[src/rtl/tw_addr_seq.sv]
// ============================================================================
// Module   : tw_addr_seq
// Brief    : Radix-2 DIF FFT butterfly sequencer: address pair + twiddle index.
// Revision : 1.0
// ============================================================================
`timescale 1ns/1ps
`default_nettype none

module tw_addr_seq #(
    parameter int LOG2N      = 10,
    parameter int ADDR_WIDTH = 11,
    parameter int STAGE_GAP  = 4
) (
    input  logic                      clk,
    input  logic                      rst,
    input  logic                      start,
    output logic                      busy,
    output logic                      done,
    output logic                      out_valid,
    input  logic                      out_ready,
    output logic [LOG2N-1:0]          addr_a,
    output logic [LOG2N-1:0]          addr_b,
    output logic [ADDR_WIDTH+1:0]     k,
    output logic [$clog2(LOG2N)-1:0]  stage,
    output logic                      last_in_stage,
    output logic                      last
);

    localparam int K_WIDTH = ADDR_WIDTH + 2;
    localparam int SW      = $clog2(LOG2N);
    localparam int JW      = LOG2N - 1;
    localparam int GW      = (STAGE_GAP > 1) ? $clog2(STAGE_GAP) : 1;
    localparam int KSH     = K_WIDTH - LOG2N;

    localparam logic [SW-1:0]    C_LAST_STAGE = SW'(LOG2N - 1);
    localparam logic [GW-1:0]    C_GAP_LAST   = GW'((STAGE_GAP > 0) ? STAGE_GAP - 1 : 0);
    localparam logic [LOG2N-1:0] C_HALF       = LOG2N'(1) << JW;

    typedef enum logic [1:0] {
        S_IDLE = 2'd0,
        S_RUN  = 2'd1,
        S_GAP  = 2'd2,
        S_DONE = 2'd3
    } state_t;

    state_t               r_state, w_state_nx;
    logic [SW-1:0]        r_stage, w_stage_nx;
    logic [JW-1:0]        r_j, w_j_nx;
    logic [GW-1:0]        r_gap, w_gap_nx;
    logic                 r_valid, w_valid_nx;
    logic                 r_busy, w_busy_nx;
    logic                 r_done, w_done_nx;
    logic                 w_load;

    logic [LOG2N-1:0]     r_a, r_b;
    logic [K_WIDTH-1:0]   r_k;
    logic [SW-1:0]        r_d_stage;
    logic                 r_lis, r_last;

    logic [LOG2N-1:0]     w_span, w_m, w_jx, w_p, w_a, w_b;
    logic [K_WIDTH-1:0]   w_k;
    logic                 w_lis, w_last;
    logic                 w_j_end, w_stage_end;

    assign w_j_end     = &r_j;
    assign w_stage_end = (r_stage == C_LAST_STAGE);

    always_comb begin
        w_state_nx = r_state;
        w_stage_nx = r_stage;
        w_j_nx     = r_j;
        w_gap_nx   = r_gap;
        w_valid_nx = r_valid;
        w_busy_nx  = r_busy;
        w_done_nx  = 1'b0;
        w_load     = 1'b0;
        unique case (r_state)
            S_IDLE: begin
                if (start) begin
                    w_state_nx = S_RUN;
                    w_stage_nx = '0;
                    w_j_nx     = '0;
                    w_busy_nx  = 1'b1;
                end
            end
            S_RUN: begin
                // First cycle after start: the output register is still empty.
                if (!r_valid) begin
                    w_load     = 1'b1;
                    w_valid_nx = 1'b1;
                end else if (out_ready) begin
                    if (!w_j_end) begin
                        w_j_nx = r_j + JW'(1);
                        w_load = 1'b1;
                    end else if (w_stage_end) begin
                        w_state_nx = S_DONE;
                        w_valid_nx = 1'b0;
                        w_busy_nx  = 1'b0;
                        w_done_nx  = 1'b1;
                    end else begin
                        w_stage_nx = r_stage + SW'(1);
                        w_j_nx     = '0;
                        if (STAGE_GAP == 0) begin
                            w_load = 1'b1;
                        end else begin
                            w_state_nx = S_GAP;
                            w_valid_nx = 1'b0;
                            w_gap_nx   = '0;
                        end
                    end
                end
            end
            S_GAP: begin
                // Final idle cycle loads the next stage's first descriptor directly.
                if (r_gap == C_GAP_LAST) begin
                    w_state_nx = S_RUN;
                    w_load     = 1'b1;
                    w_valid_nx = 1'b1;
                end else begin
                    w_gap_nx = r_gap + GW'(1);
                end
            end
            S_DONE: begin
                w_state_nx = S_IDLE;
            end
            default: begin
                w_state_nx = S_IDLE;
            end
        endcase
    end

    always_comb begin
        w_span = C_HALF >> w_stage_nx;
        w_m    = w_span - LOG2N'(1);
        w_jx   = LOG2N'(w_j_nx);
        w_p    = w_jx & w_m;
        w_a    = ((w_jx & ~w_m) << 1) | w_p;
        w_b    = w_a | w_span;
        w_k    = K_WIDTH'(w_p << w_stage_nx) << KSH;
        w_lis  = &w_j_nx;
        w_last = w_lis && (w_stage_nx == C_LAST_STAGE);
    end

    always_ff @(posedge clk or posedge rst) begin
        if (rst) begin
            r_state   <= S_IDLE;
            r_stage   <= '0;
            r_j       <= '0;
            r_gap     <= '0;
            r_valid   <= 1'b0;
            r_busy    <= 1'b0;
            r_done    <= 1'b0;
            r_a       <= '0;
            r_b       <= '0;
            r_k       <= '0;
            r_d_stage <= '0;
            r_lis     <= 1'b0;
            r_last    <= 1'b0;
        end else begin
            r_state <= w_state_nx;
            r_stage <= w_stage_nx;
            r_j     <= w_j_nx;
            r_gap   <= w_gap_nx;
            r_valid <= w_valid_nx;
            r_busy  <= w_busy_nx;
            r_done  <= w_done_nx;
            if (w_load) begin
                r_a       <= w_a;
                r_b       <= w_b;
                r_k       <= w_k;
                r_d_stage <= w_stage_nx;
                r_lis     <= w_lis;
                r_last    <= w_last;
            end
        end
    end

    assign busy          = r_busy;
    assign done          = r_done;
    assign out_valid     = r_valid;
    assign addr_a        = r_a;
    assign addr_b        = r_b;
    assign k             = r_k;
    assign stage         = r_d_stage;
    assign last_in_stage = r_lis;
    assign last          = r_last;

endmodule

`default_nettype wire

[config.mk]
export PLATFORM = sky130hd
export DESIGN_NAME = tw_addr_seq
export DESIGN_NICKNAME = d
export VERILOG_FILES = /design/src/rtl/tw_addr_seq.sv
export SDC_FILE = /design/constraint.sdc
export NUM_CORES = 1
export LEC_CHECK = 0
export CAP_MARGIN = 10
export CORE_MARGIN = 5
export CORE_UTILIZATION = 45
export CTS_BUF_LIST = sky130_fd_sc_hd__clkbuf_16
export DETAILED_ROUTE_END_ITERATION = 7
export GPL_ROUTABILITY_DRIVEN = 0
export PLACE_DENSITY = 0.71
export SYNTH_ARGS = -nofsm -noshare
export SYNTH_HDL_FRONTEND = slang
export SYNTH_SLANG_ARGS = --single-unit
[constraint.sdc]
create_clock -name clk -period 4.7 [get_ports clk]
set_input_delay 0.705 -clock clk [delete_from_list [all_inputs] [get_ports clk]]
set_output_delay 0.705 -clock clk [all_outputs]
set_load 0.02 [all_outputs]
==> flow_metrics.env <==
export IMPL_core_sq_um=7610
export IMPL_dr_first_iter_drc_count=309
export IMPL_layout_min_cycle_time_ns=4.33
export IMPL_drv_cap=0
export IMPL_gr_total_overflow=0
export IMPL_tightestPinTransition_ns=0.744
export IMPL_antenna_found_initial=0
export IMPL_vias=3252
export IMPL_die_x_microns=97.6
export IMPL_drtAntennaViolNets=0
export IMPL_start_util_pct=45.4
export IMPL_worst_setup_path_end_kind="flop"
export IMPL_syn_area_sq_um=3450
export IMPL_drv_slew=0
export IMPL_criticalPathCategory="flop to flop"
export IMPL_total_power_w=0.00202
export IMPL_grt_usage_pct=20.0
export IMPL_ys_warn_count=0
export IMPL_crit_fanout=11
export IMPL_num_antenna_cells=0
export IMPL_arrival_ns=4.50
export IMPL_final_cells=529
export IMPL_relSlewSlack_pct=49.9
export IMPL_ir_drop_uv=292
export IMPL_hold_viol=0
export IMPL_skew_ns=0.00992
export IMPL_setup_viol=0
export IMPL_syn_instance_count=388
export IMPL_routedWlPerCell_microns=18.0
export IMPL_rsz0062_at_grt="no"
export IMPL_synth_top_cell_area_share_pct=40.6
export IMPL_die_area_sq_um=9520
export IMPL_start_kind="flop"
export IMPL_grt_pass1_vias=3125
export IMPL_yosysTopAreaCell="dfrtp_1"
export IMPL_ioPinCount=46
export IMPL_required_ns=4.88
export IMPL_cts_tree="yes"
export IMPL_synth_cell_types=73
export IMPL_cts_hold_fix_buffers=0
export IMPL_whs_ns=0.477
export IMPL_die_h_microns=97.6
export IMPL_post_route_drc_count=0
export IMPL_totalWireLength_microns=9530
export IMPL_hp_class="flop to flop"
export IMPL_cts_resized=0
export IMPL_firstDrtPassIters=5
export IMPL_htree_levels=2
export IMPL_final_layout_size_suffix_gt1_share_pct=10.3
export IMPL_root_buffer="clkbuf_16"
export IMPL_grt_max_degree=57
export IMPL_synth_enable_flop_cells=0
export IMPL_layout_nets=440
export IMPL_powerDensity_nw_per_um2=490
export IMPL_yosys_top_cells_count="dfrtp_1, nand2_1, nor2_1, o21ai_0, a21oi_1"
export IMPL_synth_seq_cells=56
export IMPL_grt_pass1_wl_microns=15700
export IMPL_port_buffers=42
export IMPL_cts_sinks=56
export IMPL_ys_flop_type="dfrtp_1"
export IMPL_dp_cells=521
export IMPL_setup_tns_ns=0
export IMPL_synth_area_top_cells="dfrtp_1, nand2_1, nor2_1"
export IMPL_rows=32
export IMPL_clk_pin_slew_worst_paths_ns=0.07
export IMPL_cts_setup_buffers=0
export IMPL_outcome="finished, final reports clean"
export IMPL_avgSynthCellArea_sq_um=8.89
export IMPL_hpwl_microns=6860
export IMPL_fin_crit_sh_pct=92.0
export IMPL_avgViaCountPerCell=6.15
export IMPL_max_freq_mhz=231
export IMPL_clk_path_buf_depth=2
export IMPL_clock_latency_ns=0.30
export IMPL_cts_buffers=5
export IMPL_async_flop_share_pct=100
export IMPL_ys_seq_area_share_pct=40.6
export IMPL_leakagePower_nw=1.72
export IMPL_area_growth_pct=19.5
export IMPL_synth_most_common_cell="dfrtp_1"
[cells by family after synthesis]
group	Yosys count	synth area share [%]
buf+inv	45	6.56
fa+ha+maj	10	3.63
other cells	1	0.109
simple gates	156	23.1
mux	3	0.979
xor+xnor	1	0.254
compound gates	116	24.7
flops	56	40.6
[placed cells by master, fill, tap and decap left out, types with 3 or more instances in the layout]
master           count
dfrtp_1             56
nand2_1             50
clkdlybuf4s50_1     42
nor2_1              35
o21ai_0             26
a21oi_1             20
nand3_1             16
inv_1               13
buf_4               13
ha_1                10
a31oi_1              9
nand4_1              8
o211ai_1             7
and3_1               7
nor4_1               6
a32oi_1              5
o22a_1               5
a22o_1               5
clkbuf_16            5
o21a_1               4
inv_2                4
nor3_1               4
o31ai_1              4
and4_1               3
and2_1               3
o21ai_1              3
conb_1               3
[report_power, final]
group	leakage, nW	internal, W	switching (W)
sequential	0.705	0.000610	0.0000999
combinational	0.932	0.000363	0.000522
clock	0.0798	0.000251	0.000176
[flip-flops by register name, summed over array words and instances, names as in the netlist]
name,cells
k,10
stage,4
r_j,9
r_gap,2
r_state,2
r_stage,4
busy,1
out_valid,1
addr_a,10
addr_b,10
last_in_stage,1
last,1
done,1
[worst max-delay path, stage by stage (launching register included)]
cell and delay (ns):
dfrtp_1 0.42, ha_1 0.25, and4_1 0.25, and3_1 0.16, ha_1 0.34, nand3_2 0.22
or2_0 0.28, o211a_1 0.38, nor3_4 0.40, nand2_1 0.19, ha_1 0.25, buf_4 0.18
nor2_1 0.22, a32oi_1 0.16, and3_1 0.24, a221o_1 0.27
[per-layer routing]
| layer | up-vias | GRT usage, % | wire, microns |
|---|---|---|---|
| met5 | - | 0 | 0 |
| met4 | 0 | 9.48 | 415 |
| met3 | 39 | 3.30 | 705 |
| met2 | 178 | 31.3 | 4390 |
| met1 | 1532 | 27.1 | 4020 |
| li1 | 1503 | - | - |
[final cells by class]
class / instances / area [sq um]
Inverter: 19 / 76.3
Timing Repair Buffer: 55 / 518
Tap cell: 102 / 128
Sequential cell: 56 / 1400
Multi-Input combinational cell: 289 / 1830
Fill cell: 721 / 3480
Clock buffer: 5 / 125
Clock inverter: 3 / 42.5
[per-stage QoR]
| stage | area [sq um] | worst slack (ns) | utilization, % |
|---|---|---|---|
| after detailed placement | 3960 | 0.461 | 52.0 |
| final | 4130 | 0.375 | 54.2 |
| after floorplan | 3460 | 1.01 | - |
| after global routing | 4130 | 0.0897 | 54.2 |
| after CTS | 4130 | 0.449 | 54.2 |
| after global placement | 3960 | 0.608 | 52.0 |
[path summary, 6_finish.rpt]
| path | startpoint | endpoint | slack [ns] | cells after the start |
|---|---|---|---|---|
| worst max-delay path | r_j[0]$_DFF_PP0_ | addr_b[9]$_DFFE_PP0P_ | 0.37 | 15 |
| worst min-delay path | addr_a[9]$_DFFE_PP0P_ | addr_a[9]$_DFFE_PP0P_ | 0.48 | 1 |
| worst max register to register | r_j[0]$_DFF_PP0_ | addr_b[9]$_DFFE_PP0P_ | 0.37 | 15 |
| worst min register to register | addr_a[9]$_DFFE_PP0P_ | addr_a[9]$_DFFE_PP0P_ | 0.48 | 1 |
| max in group asynchronous | rst | k[4]$_DFFE_PP0P_ | 3.30 | 3 |
| min in group asynchronous | rst | addr_a[9]$_DFFE_PP0P_ | 0.92 | 3 |
Note: power is estimated with default switching activity, not from simulation.
